[src/rtl/alu_cmd_sequencer.sv]
// alu_cmd_sequencer: FIFO-buffered command issue to a combinational ALU, settle-timed capture, valid/ready result.
// Define ALU_SEQ_ZFLAG_EN to add the registered res_zero flag.
module alu_cmd_sequencer #(
    parameter int DEPTH  = 4,
    parameter int SETTLE = 1
) (
    input  logic                     clk,
    input  logic                     rst_n,
    input  logic                     cmd_valid,
    output logic                     cmd_ready,
    input  logic [3:0]               cmd_a,
    input  logic [3:0]               cmd_b,
    input  logic [2:0]               cmd_s,
    output logic [3:0]               alu_a,
    output logic [3:0]               alu_b,
    output logic [2:0]               alu_s,
    input  logic [7:0]               alu_y,
    output logic                     res_valid,
    input  logic                     res_ready,
    output logic [7:0]               res_y,
    output logic [2:0]               res_s,
    output logic                     busy,
`ifdef ALU_SEQ_ZFLAG_EN
    output logic                     res_zero,
`endif
    output logic [$clog2(DEPTH):0]   fifo_count
);
    localparam int AW = $clog2(DEPTH);
    localparam int CW = SETTLE > 1 ? $clog2(SETTLE) : 1;
    typedef enum logic [1:0] {ST_IDLE, ST_SETTLE, ST_HOLD} state_t;
    state_t          state_q, state_d;
    logic [10:0]     mem_q [DEPTH];
    logic [AW-1:0]   wr_q, rd_q;
    logic [AW:0]     cnt_q;
    logic [CW-1:0]   sc_q, sc_d;
    logic [3:0]      alu_a_q, alu_b_q;
    logic [2:0]      alu_s_q, res_s_q;
    logic [7:0]      res_y_q;
    logic            res_valid_q, res_valid_d, busy_q;
    logic            push, pop, cap;
    logic [10:0]     head;
    assign cmd_ready  = cnt_q != (AW+1)'(DEPTH);
    assign push       = cmd_valid && cmd_ready;
    assign head       = mem_q[rd_q];
    assign fifo_count = cnt_q;
    assign alu_a      = alu_a_q;
    assign alu_b      = alu_b_q;
    assign alu_s      = alu_s_q;
    assign res_valid  = res_valid_q;
    assign res_y      = res_y_q;
    assign res_s      = res_s_q;
    assign busy       = busy_q;
    always_ff @(posedge clk) begin
        if (push) mem_q[wr_q] <= {cmd_a, cmd_b, cmd_s};
    end
    always_ff @(posedge clk or negedge rst_n) begin
        if (!rst_n) begin
            wr_q  <= '0;
            rd_q  <= '0;
            cnt_q <= '0;
        end else begin
            wr_q  <= wr_q + AW'(push);
            rd_q  <= rd_q + AW'(pop);
            cnt_q <= cnt_q + (AW+1)'(push) - (AW+1)'(pop);
        end
    end
    always_comb begin
        state_d     = state_q;
        sc_d        = sc_q;
        res_valid_d = res_valid_q;
        pop         = 1'b0;
        cap         = 1'b0;
        case (state_q)
            ST_IDLE: begin
                if (cnt_q != '0) begin
                    pop     = 1'b1;
                    state_d = ST_SETTLE;
                end
            end
            ST_SETTLE: begin
                if (sc_q == '0) begin
                    cap         = 1'b1;
                    res_valid_d = 1'b1;
                    state_d     = ST_HOLD;
                end else begin
                    sc_d = sc_q - 1'b1;
                end
            end
            ST_HOLD: begin
                if (res_ready) begin
                    res_valid_d = 1'b0;
                    pop         = cnt_q != '0;
                    state_d     = cnt_q != '0 ? ST_SETTLE : ST_IDLE;
                end
            end
            default: state_d = ST_IDLE;
        endcase
        if (pop) sc_d = CW'(SETTLE - 1);
    end
    always_ff @(posedge clk or negedge rst_n) begin
        if (!rst_n) begin
            state_q     <= ST_IDLE;
            sc_q        <= '0;
            alu_a_q     <= '0;
            alu_b_q     <= '0;
            alu_s_q     <= '0;
            res_y_q     <= '0;
            res_s_q     <= '0;
            res_valid_q <= 1'b0;
            busy_q      <= 1'b0;
        end else begin
            state_q     <= state_d;
            sc_q        <= sc_d;
            res_valid_q <= res_valid_d;
            busy_q      <= state_d != ST_IDLE;
            if (pop) {alu_a_q, alu_b_q, alu_s_q} <= head;
            if (cap) begin
                res_y_q <= alu_y;
                res_s_q <= alu_s_q;
            end
        end
    end
`ifdef ALU_SEQ_ZFLAG_EN
    logic res_zero_q;
    assign res_zero = res_zero_q;
    always_ff @(posedge clk or negedge rst_n) begin
        if (!rst_n) res_zero_q <= 1'b0;
        else if (cap) res_zero_q <= alu_y == 8'h00;
    end
`endif
endmodule

[config.mk]
export PLATFORM = sky130hd
export DESIGN_NAME = alu_cmd_sequencer
export DESIGN_NICKNAME = d
export VERILOG_FILES = /design/src/rtl/alu_cmd_sequencer.sv
export SDC_FILE = /design/constraint.sdc
export NUM_CORES = 1
export LEC_CHECK = 0
export ABC_AREA = 0
export BUFFER_PORTS_ARGS = -buffer_cell sky130_fd_sc_hd__buf_2
export CORE_UTILIZATION = 55
export CTS_CLUSTER_SIZE = 24
export DETAILED_ROUTE_END_ITERATION = 8
export PLACE_DENSITY = 0.86
export SLEW_MARGIN = 20
export SYNTH_ARGS = -nofsm -noshare
export SYNTH_HDL_FRONTEND = slang
export SYNTH_SLANG_ARGS = --single-unit
[constraint.sdc]
create_clock -name clk -period 2.7 [get_ports clk]
set_input_delay 0.135 -clock clk [delete_from_list [all_inputs] [get_ports clk]]
set_output_delay 0.135 -clock clk [all_outputs]
set_load 0.02 [all_outputs]
==> Yosys cells after proc, flatten, opt, wreduce, memory -nomap -nowiden <==
Memory sizes are Yosys's and may differ from the RTL's. A register that Yosys moved wholly into a read port is not among the register bits.
Cells that the tools add are included.
{ "classes": {"add_sub_neg": 5, "n_eq_ne": 5, "n_reduce_logical": 8, "muxes": 18} }
{ "op_table": {"columns": ["op", "count"], "rows": [
  ["$mux 1", 12],
  ["$mux 2", 3],
  ["$pmux 2 s3", 1],
  ["$reduce_bool 2->1", 3],
  ["$add 2x1->2", 2],
  ["$ne 2x2->1 const B", 2],
  ["$pmux 1 s2", 2],
  ["$add 3x1->3", 1],
  ["$ne 3x3->1 const B", 1],
  ["$reduce_and 3->1", 1],
  ["$reduce_bool 3->1", 1],
  ["$sub 3x1->3", 1],
  ["$eq 2x1->1 const B", 1],
  ["$eq 2x2->1 const B", 1],
  ["$logic_not 2->1", 1],
  ["$logic_and 1x1->1", 1],
  ["$logic_not 1->1", 1],
  ["$sub 1x1->1 const B", 1]
]} }
{ "totals": {"output_inout_bits": 28, "ramBits": 44, "inputBits": 23, "mem_count": 1, "elab_cells": 46, "regBits": 23} }
{ "memory_table": {"columns": ["name", "depth", "width", "read_ports", "rd_clocked_by_memory_dff", "write_ports", "line_no", "source"], "rows": [
  ["mem_q", 4, 11, 1, 1, 1, "32", "logic [10:0] mem_q [DEPTH];"]
]} }

==> Depth between registers and ports, before layout <==
{ "depth": {"word_depth": 5, "ltp_mapped": 8, "ltp_nobuf": 7} }

==> Least setup slack after synthesis <==
No wires, ideal clock.
{ "synth_timing": {"path_kind": "register -> register", "start": "register cnt_q[2], in the netlist fifo_count[2]", "end": "memory mem_q[1][0] (enable)", "setup_time_ns": 0.396, "period_less_slack_ns": 2.286, "required_time_ns": 2.304, "arrival_ns": 1.890, "path_buffers": 0, "slack_ns": 0.414, "stages_incl_launch_ff": 4, "cell_sequence": "dfrtp_1 -> or3b_1 -> nand2_1 -> nor3b_1"} }
{ "synth_via": {"elab_chain_cells": 4} }
{ "synth_lines": {"columns": ["item", "line_no", "source"], "rows": [
  ["start, declared", "34", "logic [AW:0] cnt_q;"],
  ["start signal, assigned", "64", "cnt_q <= cnt_q + (AW+1)'(push) - (AW+1)'(pop);"],
  ["$ne 3x3->1", "42", "assign cmd_ready = cnt_q != (AW+1)'(DEPTH);"],
  ["net cmd_ready", "10", "output logic cmd_ready,"],
  ["$logic_and 1x1->1", "43", "assign push = cmd_valid && cmd_ready;"],
  ["$mux 1", "54", "if (push) mem_q[wr_q] <= {cmd_a, cmd_b, cmd_s};"],
  ["$mux 1 (implied by the code)", "54", null],
  ["end, declared", "32", null]
]} }
The timed path passes the listed nets, and every way through them passes these cells.

==> Final worst setup path <==
{ "layout_timing": {"start": "register state_q[1]", "end": "register cnt_q[2], in the netlist fifo_count[2]"} }
{ "layout_via": {"elab_chain_cells": 3, "word_cells_on_any_way": 4, "cone_classes": "add/sub (1); eq/ne (1); mux (1); reduce/logical (1)"} }
{ "layout_lines": {"columns": ["item", "line_no", "source"], "rows": [
  ["start, declared", "31", "state_t state_q, state_d;"],
  ["start signal, assigned", "112", "state_q <= state_d;"],
  ["$eq 2x2->1 or $logic_not 2->1 (tied branches)", "73", "case (state_q)"],
  ["$pmux 1 s2 (*)", "73", null],
  ["$sub 3x1->3 (*)", "64", null]
]} }
Mark *: on every way between the ends. The rest lies on a longest branch, timed or not.
A chain may end at the register's enable or synchronous reset.

==> reports/metrics.csv <==
stage,metric,value,unit
place,placedInstanceArea,3301,um2
critical_path,path_common_cell,xnor2_1,
pwr,power.leakage,0.001479,uW
clock_tree,cts_max_path_buffers,2,
timing,rsz0062_at_grt,false,
final_layout,drive_above_1_share,47.75,%
detailed_routing,vias_per_cell,5.212,
timing,setup_viol,0,
clock_tree,clkTransAtPathRegs,0.08,ns
critical_path,r2r_setup_slack,0.51,ns
die,core,5140,um2
critical_path,rr_startpoint,state_q[1]$_DFF_PN0_,
detailed_routing,route.detailed.drc,0,
timing,slew_violations,0,
pwr,p_per_area,1249,nW/um2
clock_tree,cts-root-buf,clkbuf_8,
timing,fmax,457.4,MHz
synth,postSynthCellCount,144,
critical_path,critPathKind,reg -> reg,
job,drv_cap,0,
synth,ys.warnings.count,0,
synth,synth.area.top_cells,"edfxtp_1 45%, dfrtp_1 28%, mux4_2 6.1%",
synth,ys_async_sr_fraction,42.86,%
final_layout,post-route-cell-area,3623,um2
critical_path,start_kind,register,
die,rows,26,
pwr,peakVddDrop,0.7680,mV
synth,synth_top_cell_by_area,edfxtp_1,
critical_path,regToRegEndpoint,fifo_count[2]$_DFF_PN0_,
grt,grt_antenna_before_repair,0,
detailed_routing,drt-initial-drc-count,53,
timing,skew,0.007813,ns
status,outcome,completed,
min_path,hold_path.class,in -> reg,
critical_path,path_max_fanout,11,
detailed_routing,drt_wl_total,4906,um
die,initial_core_util,57.38,%
clock_tree,h-tree-depth,3,
timing,tns,0,ns
synth,yosys.area.top_type_share,44.80,%
final_layout,diodes,0,
clock_tree,cts_tree,yes,
detailed_routing,first_pass_iters,4,
critical_path,startpoint,state_q[1]$_DFF_PN0_,
detailed_routing,wl_per_cell,16.80,um
critical_path,max_stage_delay,0.42,ns
timing,hold_violations,0,
synth,post_synth.cell_area_avg,20.48,um2
critical_path,cp_cell_sequence,and2b_4 -> nor3_4 -> xnor2_1 -> ha_1 -> fa_1 -> xnor2_1 -> xnor2_1,
die,die_w,75.23,um
synth,synth_ff_type,edfxtp_1,
place,gp_congestion,0.7460,
grt,grt_pass1_wl,7679,um
critical_path,cp-endpoint,fifo_count[2]$_DFF_PN0_,
clock_tree,cts_inserted_buffers,9,
grt,grt_use_total,20.04,%
synth,yosysSeqAreaShare,72.80,%
timing,post-route-min-period,2.186,ns
grt,gr-total-overflow,0,
die,fp.dieH,75.23,um
grt,grt_pass1_vias,1614,
detailed_routing,vias,1522,
critical_path,end_kind,register,
grt,grt_max_degree,34,
place,hpwlAfterDp,3182,um
critical_path,crit_path_top_delay_cell,nor3_4,
final_layout,final_core_util,70.50,%
die,die_area,5659,um2
clock_tree,clock_sinks,77,
clock_tree,clk_latency,0.34,ns
timing,tightest_slew,0.7824,ns
critical_path,cp.arrival,2.45,ns
timing,min_period_over_period,80.97,%
synth,synthesis.nets,170,
synth,ys_seq_elements,77,
place,port_buffers,50,
critical_path,cp_data_required_time,2.97,ns
synth,ys_types,27,
synth,syn-cell-area,2949,um2
critical_path,worstRegToRegCells,7,
detailed_routing,drtAntennaViolNets,0,
timing,slew_headroom,47.84,%
synth,synth_edf_count,44,
die,io_pins,51,
final_layout,final_net_count,243,
final_layout,area_delta_synth_final,22.87,%
==> sequential cells by signal (all words and copies together) (netlist names) <==
name,cells
wr_q,2
alu_b,4
alu_a,4
fifo_count,3
alu_s,3
mem_q,44
state_q,2
res_y,8
rd_q,2
res_valid,1
res_s,3
busy,1
==> area by class of cell <==
class / count / area, um2
clock buffer: 9 / 123.9
clock inverter: 7 / 98.84
fill: 343 / 1516
inverter: 4 / 15.01
multi-input combinational: 59 / 755.7
sequential: 77 / 2147
tap: 70 / 87.58
timing repair buffer: 66 / 395.4
==> how the worst min path moves through the flow <==
| stage | start | endpoint | slack [ns] | cells after the start |
|---|---|---|---|---|
| detailed placement | rst_n | res_y[1]$_DFFE_PN0P_ | 0.24 | 1 |
| global route | cmd_s[0] | mem_q[3][0]$_DFFE_PP_ | 0.002 | 1 |
| finish | cmd_s[0] | mem_q[1][0]$_DFFE_PP_ | 0.01 | 1 |
| CTS | cmd_s[1] | mem_q[2][1]$_DFFE_PP_ | 0.0005 | 1 |
| global placement | rst_n | fifo_count[1]$_DFF_PN0_ | 0.23 | 1 |
| floorplan | rst_n | alu_a[0]$_DFFE_PN0P_ | -0.16 | 0 |
==> logic make-up (layout without fill, tap and decap cells) <==
| logic type | count (synthesis) | in the layout | share of synthesized area [%] |
|---|---|---|---|
| fa+ha+maj | 3 | 3 | 1.527 |
| flops | 77 | 77 | 72.80 |
| xor+xnor | 6 | 6 | 1.782 |
| simple gates | 14 | 14 | 3.522 |
| mux | 33 | 33 | 18.20 |
| compound gates | 3 | 3 | 0.5941 |
| buf+inv | 8 | 86 | 1.569 |
==> critical path, delay by kind of cell (launching register included) <==
| family | cells | cell delay (ns) |
|---|---|---|
| simple gates | 2 | 0.61 |
| xor+xnor | 3 | 0.50 |
| flops | 1 | 0.41 |
| fa+ha+maj | 2 | 0.59 |
==> power by group <==
part / switching (uW) / internal [uW] / leakage, uW / total [uW]
registers: 292 / 1660 / 0.000788 / 1960
clock network: 422 / 525 / 0.000110 / 946
logic: 783 / 841 / 0.000581 / 1620
==> synth_stat cells (2+ instances only) <==
cell / instances
nor3b_1: 2
mux4_2: 8
mux4_1: 3
mux2_4: 8
xor2_1: 3
dfrtp_1: 33
buf_6: 2
a21oi_1: 2
inv_1: 4
xnor2_1: 3
ha_1: 2
mux2_2: 14
nand2_1: 3
edfxtp_1: 44
==> metal layers <==
metal  share of wire (%)  global-route usage [%]
met1                  41                   23.71
met2                  53                   34.53
met3                 4.7                   6.158
met4                 1.5                   8.025
met5                   0                       0
==> what timing repair did <==
item / 4_1_cts / 5_1_grt
endpoints found under the hold margin: 58 / 2
buffers inserted: 0 / 0
hold buffers: 9 / 1
resized for setup: 0 / 0
==> through the flow <==
stage / instances / power (uW) / hold slack (ns) / setup WS, ns
after floorplan: 144 / 3124 / -0.1606 / 0.4140
after detailed placement: 266 / 3612 / 0.2389 / 0.5038
after global placement: 266 / 3520 / 0.2307 / 0.5927
after CTS: 291 / 4566 / 0.0005201 / 0.4849
after global routing: 292 / 4786 / 0.002179 / 0.3613
final: 292 / 4525 / 0.01392 / 0.5139
==> cell usage in the layout (no fill, tap or decap), drive strengths merged, types with 2 or more instances in the layout <==
cell type / count
clkinv: 3
dfrtp: 33
mux2: 22
buf: 56
xor2: 3
inv: 5
nand2: 3
bufinv: 2
nor3b: 2
clkbuf: 9
mux4: 11
xnor2: 3
nor3: 3
dlygate4sd3: 10
edfxtp: 44
ha: 2
a21oi: 2
No activity file was read; power rests on OpenSTA's default activity.
